### config.mk
export PLATFORM = sky130hd
export DESIGN_NAME = multicycle_ctrl
export DESIGN_NICKNAME = d
export VERILOG_FILES = /design/src/rtl/multicycle_ctrl.sv
export SDC_FILE = /design/constraint.sdc
export NUM_CORES = 1
export LEC_CHECK = 0
export CORE_UTILIZATION = 46
export CTS_CLUSTER_SIZE = 10
export DETAILED_ROUTE_END_ITERATION = 16
export PLACE_DENSITY = 0.84
export SYNTH_ARGS = -nofsm -noshare
export SYNTH_HDL_FRONTEND = slang
export SYNTH_SLANG_ARGS = --single-unit
### constraint.sdc
create_clock -name clk -period 2.08 [get_ports clk]
set_input_delay 0.416 -clock clk [delete_from_list [all_inputs] [get_ports clk]]
set_output_delay 0.416 -clock clk [all_outputs]
set_load 0.02 [all_outputs]
### src/rtl/multicycle_ctrl.sv
// multicycle_ctrl: FETCH/DECODE/EXEC/MEM/WB control FSM for a multi-cycle RV32I core.
//   Parameters: TIMEOUT - max cycles a memory request may wait for i_mem_ready (>=2)
//               CNT_W   - width of the retired-instruction counter (wraps)
//   Inputs : clk, rst_n (async, active-low), i_opcode / i_func from the IR decoder,
//            i_branch_taken (ALU compare, valid in EXEC), i_mem_ready (request done).
//   Outputs: o_mem_req / o_mem_we (unified memory handshake), o_ir_write, o_pc_write,
//            o_pc_sel (0 PC+4, 1 ALU), o_reg_write, o_wb_sel (00 ALU, 01 mem, 10 PC+4),
//            o_alu_src_a (0 rs1, 1 PC), o_alu_src_b (0 rs2, 1 imm),
//            o_alu_op (00 add, 01 branch cmp, 10 use func, 11 pass B),
//            o_trap / o_trap_cause (01 illegal opcode, 10 memory timeout), o_retired.
//   i_func is consumed by the ALU directly when o_alu_op selects it; the FSM only
//   needs the opcode.
module multicycle_ctrl #(
    parameter int TIMEOUT = 256,
    parameter int CNT_W   = 32
) (
    input  logic             clk,
    input  logic             rst_n,
    input  logic [6:0]       i_opcode,
    input  logic [3:0]       i_func,
    input  logic             i_branch_taken,
    input  logic             i_mem_ready,
    output logic             o_mem_req,
    output logic             o_mem_we,
    output logic             o_ir_write,
    output logic             o_pc_write,
    output logic             o_pc_sel,
    output logic             o_reg_write,
    output logic [1:0]       o_wb_sel,
    output logic             o_alu_src_a,
    output logic             o_alu_src_b,
    output logic [1:0]       o_alu_op,
    output logic             o_trap,
    output logic [1:0]       o_trap_cause,
    output logic [CNT_W-1:0] o_retired
);
    localparam logic [2:0] S_FETCH  = 3'd0;
    localparam logic [2:0] S_DECODE = 3'd1;
    localparam logic [2:0] S_EXEC   = 3'd2;
    localparam logic [2:0] S_MEM    = 3'd3;
    localparam logic [2:0] S_WB     = 3'd4;
    localparam logic [2:0] S_TRAP   = 3'd5;
    localparam int TW = $clog2(TIMEOUT);

    logic [2:0]       r_state, w_next;
    logic [6:0]       r_op;
    logic [TW-1:0]    r_timer;
    logic [1:0]       r_cause, w_cause;
    logic [CNT_W-1:0] r_retired;
    logic w_r, w_imm, w_ld, w_st, w_br, w_jal, w_lui, w_auipc, w_legal, w_req, w_tmo;

    assign w_r     = r_op == 7'b0110011;
    assign w_imm   = r_op == 7'b0010011;
    assign w_ld    = r_op == 7'b0000011;
    assign w_st    = r_op == 7'b0100011;
    assign w_br    = r_op == 7'b1100011;
    assign w_jal   = r_op == 7'b1101111;
    assign w_lui   = r_op == 7'b0110111;
    assign w_auipc = r_op == 7'b0010111;
    assign w_legal = i_opcode inside {7'b0110011, 7'b0000011, 7'b0010011, 7'b0100011,
                                      7'b1100011, 7'b1101111, 7'b0110111, 7'b0010111};
    assign w_req   = r_state == S_FETCH || r_state == S_MEM;
    // A ready arriving in the last allowed cycle still completes the request.
    assign w_tmo   = w_req && !i_mem_ready && r_timer == TW'(TIMEOUT - 1);
    assign o_retired = r_retired;

    always_comb begin
        w_next  = r_state;
        w_cause = r_cause;
        case (r_state)
            S_FETCH: begin
                if (w_tmo) begin
                    w_next  = S_TRAP;
                    w_cause = 2'b10;
                end else if (i_mem_ready) begin
                    w_next = S_DECODE;
                end
            end
            S_DECODE: begin
                w_next  = w_legal ? S_EXEC : S_TRAP;
                w_cause = w_legal ? r_cause : 2'b01;
            end
            S_EXEC: w_next = w_br ? S_FETCH : (w_ld || w_st) ? S_MEM : S_WB;
            S_MEM: begin
                if (w_tmo) begin
                    w_next  = S_TRAP;
                    w_cause = 2'b10;
                end else if (i_mem_ready) begin
                    w_next = w_ld ? S_WB : S_FETCH;
                end
            end
            S_WB:    w_next = S_FETCH;
            S_TRAP:  w_next = S_TRAP;
            default: w_next = S_FETCH;
        endcase
    end

    // Outputs are gated by rst_n so an in-flight request drops the moment reset asserts.
    always_comb begin
        o_mem_req    = 1'b0;
        o_mem_we     = 1'b0;
        o_ir_write   = 1'b0;
        o_pc_write   = 1'b0;
        o_pc_sel     = 1'b0;
        o_reg_write  = 1'b0;
        o_wb_sel     = 2'b00;
        o_alu_src_a  = 1'b0;
        o_alu_src_b  = 1'b0;
        o_alu_op     = 2'b00;
        o_trap       = 1'b0;
        o_trap_cause = 2'b00;
        if (rst_n) begin
            case (r_state)
                S_FETCH: begin
                    o_mem_req  = 1'b1;
                    o_ir_write = i_mem_ready;
                end
                S_EXEC: begin
                    o_alu_src_a = w_auipc | w_jal;
                    o_alu_src_b = ~(w_r | w_br);
                    o_alu_op    = w_br ? 2'b01 : w_lui ? 2'b11 : (w_r | w_imm) ? 2'b10 : 2'b00;
                    o_pc_write  = w_br;
                    o_pc_sel    = w_br & i_branch_taken;
                end
                S_MEM: begin
                    o_mem_req  = 1'b1;
                    o_mem_we   = w_st;
                    o_pc_write = w_st & i_mem_ready;
                end
                S_WB: begin
                    o_reg_write = 1'b1;
                    o_wb_sel    = w_ld ? 2'b01 : w_jal ? 2'b10 : 2'b00;
                    o_pc_write  = 1'b1;
                    o_pc_sel    = w_jal;
                end
                S_TRAP:  o_trap = 1'b1;
                default: o_trap = 1'b0;
            endcase
            o_trap_cause = r_cause;
        end
    end

    // Every instruction retires on exactly the cycle it updates the PC.
    always_ff @(posedge clk or negedge rst_n) begin
        if (!rst_n) begin
            r_state   <= S_FETCH;
            r_op      <= '0;
            r_timer   <= '0;
            r_cause   <= 2'b00;
            r_retired <= '0;
        end else begin
            r_state <= w_next;
            r_cause <= w_cause;
            if (r_state == S_DECODE) r_op <= i_opcode;
            r_timer <= (w_req && !i_mem_ready && w_next == r_state) ? r_timer + 1'b1 : '0;
            if (o_pc_write) r_retired <= r_retired + 1'b1;
        end
    end
endmodule

Word-level counts from Yosys, hierarchy flattened
Cells that the tools add are included.
W data, S select, Z words.
{"block": "op_classes", "add_sub_neg": 2, "n_eq_ne": 25, "muxes": 41, "n_bitwise": 6, "reduce_logical": 11}
{"operator": "$eq A7 B6 Y1 const B", "n": 6}
{"operator": "$add A32 B1 Y32 const B", "n": 1}
{"operator": "$eq A7 B5 Y1 const B", "n": 4}
{"operator": "$eq A7 B7 Y1 const B", "n": 4}
{"operator": "$mux W2", "n": 12}
{"operator": "$mux W3", "n": 8}
{"operator": "$mux W1", "n": 16}
{"operator": "$pmux W3 S5", "n": 1}
{"operator": "$eq A7 B2 Y1 const B", "n": 2}
{"operator": "$add A8 B1 Y8 const B", "n": 1}
{"operator": "$eq A8 B8 Y1 const B", "n": 1}
{"operator": "$mux W8", "n": 1}
{"operator": "$reduce_bool A8 Y1", "n": 1}
{"operator": "$eq A3 B2 Y1 const B", "n": 2}
{"operator": "$eq A3 B3 Y1 const B", "n": 2}
{"operator": "$pmux W2 S2", "n": 1}
{"operator": "$eq A3 B1 Y1 const B", "n": 1}
{"operator": "$eq A3 B3 Y1", "n": 1}
{"operator": "$logic_and A1 B1 Y1", "n": 3}
{"operator": "$logic_not A3 Y1", "n": 1}
{"operator": "$or A1 B1 Y1", "n": 3}
{"operator": "$pmux W1 S3", "n": 1}
{"operator": "$reduce_and A3 Y1", "n": 1}
{"operator": "$and A1 B1 Y1", "n": 2}
{"operator": "8 further kinds", "n": 9}
{"block": "totals", "reg_bits": 52, "input_bits": 15, "out_inout_bits": 47, "word_cells": 90}

Logic depth before layout (Yosys ltp)
{"block": "logic_depth", "ltp_word": 9, "ltp_mapped": 9, "ltp_nobuf": 8}

Worst setup path after synthesis
Ideal clock, no wire load.
{"block": "synth_path", "kind": "reg-to-output", "start": "register r_op[3]", "end": "output o_wb_sel[0]", "t_arrival_ns": 1.566, "required_time_ns": 1.664, "slack_ns": 0.098, "stages_incl_launch_ff": 5, "path_buffers": 1, "cell_sequence": "dfrtp_1 -> and4bb_1 -> buf_4 -> nand2b_1 -> nor4_1"}
{"block": "synth_between", "elab_chain_len": 4}
{"element": "start, declared", "line_no": "46", "rtl": "logic [6:0] r_op;"}
{"element": "start signal, assigned", "line_no": "154", "rtl": "if (r_state == S_DECODE) r_op <= i_opcode;"}
{"element": "$eq A7 B2 Y1", "line_no": "54", "rtl": "assign w_ld = r_op == 7'b0000011;"}
{"element": "$mux W2", "line_no": "132", "rtl": "o_wb_sel = w_ld ? 2'b01 : w_jal ? 2'b10 : 2'b00;"}
{"element": "$mux W2", "line_no": "113", "rtl": "case (r_state)"}
{"element": "$mux W2", "line_no": "112", "rtl": "if (rst_n) begin"}
{"element": "end, declared", "line_no": "29", "rtl": "output logic [1:0] o_wb_sel,"}
Every way passes these cells.

Worst setup path after layout
{"block": "layout_path", "start": "register r_op[3]", "end": "output o_alu_src_a"}
{"block": "layout_between", "elab_chain_len": 4, "elab_cells_between_ends": 5, "cone_classes": "eq/ne: 2; mux: 2; bitwise: 1"}
{"element": "$eq A7 B5 Y1 or $eq A7 B7 Y1 (tied branches)", "line_no": "59, 57"}
{"element": "$or A1 B1 Y1 *", "line_no": "119", "rtl": "o_alu_src_a = w_auipc | w_jal;"}
{"element": "$mux W1 *", "line_no": "113"}
{"element": "$mux W1 *", "line_no": "112"}
{"element": "end, declared", "line_no": "30", "rtl": "output logic o_alu_src_a,"}
Mark *: on every way between the ends. The rest lies on a longest branch, timed or not.

==> flow_summary.yaml <==
setup_path:
  path_cells: "buf_4 -> nor2_2 -> nand2_1 -> o21ai_0 -> and3_1 -> clkdlybuf4s15_2"
  crit_buf_inv: 2
  r2r_end: "o_retired[25]$_DFFE_PN0P_"
  cp.arrival_ns: 1.61
  cp_slowest_stage_delay_ns: 0.39
  path_max_fanout: 3
  crit_family: "buffers and inverters"
  ff2ff_setup_slack_ns: 0.16
  crit_slowest_cell: "dfrtp_1"
  timing.rr.start: "r_state[2]$_DFF_PN0_"
  path_class: "reg -> out"
  startpoint_type: "register"
  cp-startpoint: "r_op[3]$_DFFE_PN0P_"
  r2r_cells: 8
  end_kind: "output pin"
  required_ns: 1.66
layout:
  nNetsFinal: 362
  final_cells: 418
  n_antenna_cell: 0
  syn2layout_area_growth_pct: 37.0
  post-route-cell-area_um2: 3650
  drive_gt1_share_pct: 24.0
place:
  dp_cells: 408
  hpwl_mm: 4.37
  place_congestion: 0.835
  dpl_cell_area_um2: 3540
  io_buffer_count: 57
routing:
  num_vias: 2227
  drcViolationCount: 0
  dr.pass1.iters: 4
  routed_wl_mm: 6.00
  drt_iter0_markers: 78
  antenna_left: 0
  avgViaCountPerCell: 5.33
  wl_per_cell_um: 14.4
die:
  core_area_um2: 5540
  die-height_um: 78.1
  die_w_um: 78.1
  ios: 62
  die_area_um2: 6090
  start_util_pct: 48.0
  rows: 27
job:
  drv_cap: 0
global_routing:
  grt_pass1_vias: 2202
  grt_max_degree: 41
  grt_pass1_wl_mm: 10.3
  grt_util_all_layers_pct: 21.2
  antenna_found_initial: 0
  overflow: 0
clock_network:
  cts_tree: "done"
  hold_buffers: 0
  numCtsBuffers: 5
  cts_root_buf: "clkbuf_8"
  clk_latency_ns: 0.30
  clk_pin_slew_ns: 0.09
  cts_max_path_buffers: 2
  cts_max_level: 2
  clock_sinks: 52
timing:
  whs_ns: 0.135
  drv_slew: 0
  hold_viol: 0
  fin_crit_ns: 2.03
  slew_headroom_pct: 68.1
  worstMarginPinSlew_ns: 0.479
  skew_ns: 0.0124
  fmax_mhz: 494
  timing.final.crit_share_pct: 97.4
  finalSetupTns_ns: 0
  rsz0062_at_grt: "true"
  setup_viol_count_final: 0
pwr:
  sw_frac_of_total_pct: 34.1
  vdd_drop_max_mv: 0.470
  power_frac_clock_pct: 18.8
  intPower_mw: 2.00
  pwr-share-comb_pct: 38.4
  switching_power_mw: 1.03
  leakagePower_nw: 1.58
  cellPowerDensity_nw_per_um2: 831
  p_seq_share_pct: 42.9
  fin_total_pwr_mw: 3.03
synth:
  synth_area_per_cell_um2: 10.5
  syn-cell-area_um2: 2660
  syn_nets: 271
  syn_inst: 254
  synth_seq_cells: 52
  ys_types: 44
  synth_warnings: 0
  seq_area_frac_synth_pct: 48.9
status:
  outcome: "complete, no violations"
hold_path:
  hold_path_class: "in -> async"
==> through the flow <==
step	util, %	setup WS (ns)
floorplan	-	0.0979
global placement	63.9	-0.299
detailed placement	63.9	-0.337
CTS	65.5	-0.0784
global route	65.8	-0.0363
finish	65.8	0.0539
==> Yosys cell counts, drive strengths merged <==
cell type,number,area [µm²]
o32ai,1,8.76
o21ai,5,25.0
nand4,10,75.1
mux2,7,78.8
and4,4,35.0
xnor2,33,289
and3,13,82.6
xor2,5,43.8
buf,5,40.0
nor3,3,15.0
nor2,16,60.1
and2b,2,15.0
o211ai,1,7.51
o211a,1,10.0
a31oi,2,12.5
a21oi,7,38.8
clkbuf,3,11.3
nand3b,1,7.51
nor4,5,46.3
inv,5,18.8
and4bb,2,25.0
nand2b,5,31.3
nor2b,4,25.0
nand2,18,67.6
and2,5,31.3
and4b,1,10.0
a22o,2,17.5
nor4b,1,8.76
a211oi,1,7.51
clkinv,1,3.75
dfrtp,52,1300
o2111ai,1,8.76
a41oi,1,16.3
a21boi,1,11.3
nand3,28,150
ha,2,25.0
==> kinds of logic after synthesis <==
logic type | after synthesis | share of synthesized area, %
AOI/OAI and AO/OA | 23 | 6.16
DFF | 52 | 48.9
buffers and inverters | 14 | 2.77
adders and majority gates | 2 | 0.940
muxes | 7 | 2.96
xor gates and xnor gates | 38 | 12.5
and+or+nand+nor | 118 | 25.8
==> cells in the final DEF (no fill, tap or decap), types with 3 or more instances in the layout <==
cell             synthesis  routed
clkbuf_8                 0       5
and4_1                   4       4
mux2_2                   7       7
nand3_2                  2       4
nand2_1                 18      17
and2_1                   5       5
inv_1                    5       4
o21ai_0                  5       5
nor2_1                  16      14
nand4_1                  8       8
buf_2                    2       5
nand2b_1                 5       5
clkbuf_2                 0       3
xor2_1                   5       5
xnor2_1                 33      33
nand3_1                 26      24
clkdlybuf4s50_1          0      43
nor3_1                   3       3
and3_1                  12      12
dfrtp_1                 52      51
a21oi_1                  6       6
buf_4                    1      35
nor2b_1                  4       3
==> sequential cells by signal, summed over array words and instances (netlist names) <==
name,cells
r_state,3
o_retired,32
r_cause,2
r_timer,8
r_op,7
==> what timing repair did <==
action,in CTS,in global routing
buffers inserted,0,2
pin swaps,0,1
cloned,0,0
gates resized for setup,42,23
endpoints found under the setup margin,13,13
==> worst reg2reg max path: cells and delay by family, from the launching register on <==
kind	cells	cell delay (ns)
xor gates and xnor gates	1	0.15
and+or+nand+nor	2	0.45
AOI/OAI and AO/OA	2	0.34
buffers and inverters	3	0.45
DFF	1	0.41
==> area by class of cell <==
type                    count  area (µm²)
repair buffers             92         813
flip-flops and latches     52        1300
fillers                   442        1890
inverters                   6        22.5
well taps                  72        90.1
multi-input cells         188        1330
clock inverters             2        16.3
clock buffers               6        72.6
==> routing by layer <==
metal	share of wire [%]	GRT usage, %	vias to the layer above
met5	0	0	-
met4	1.1	8.15	0
met3	3.9	3.37	7
met2	49	35.6	67
met1	45	27.4	1075
li1	-	-	1078
==> power groups by stage <==
| stage | logic, mW | clock network (mW) | registers [mW] |
|---|---|---|---|
| finish | 1.16 | 0.568 | 1.30 |
| global route | 1.26 | 0.624 | 1.32 |
| CTS | 1.09 | 0.586 | 1.29 |
| detailed placement | 1.09 | 0 | 1.31 |
| global placement | 1.06 | 0 | 1.30 |
| floorplan | 0.537 | 0 | 1.33 |
==> how the worst max path moves through the flow <==
stage | end | cells after the start | slack, ns
6_report | o_alu_src_a | 6 | 0.05
3_5_place_dp | o_pc_write | 6 | -0.34
3_3_place_gp | o_pc_write | 6 | -0.30
4_1_cts | o_pc_write | 5 | -0.08
5_1_grt | o_wb_sel[1] | 5 | -0.04
2_1_floorplan | o_wb_sel[0] | 4 | 0.1
Note: power is estimated with default switching activity, not from simulation.
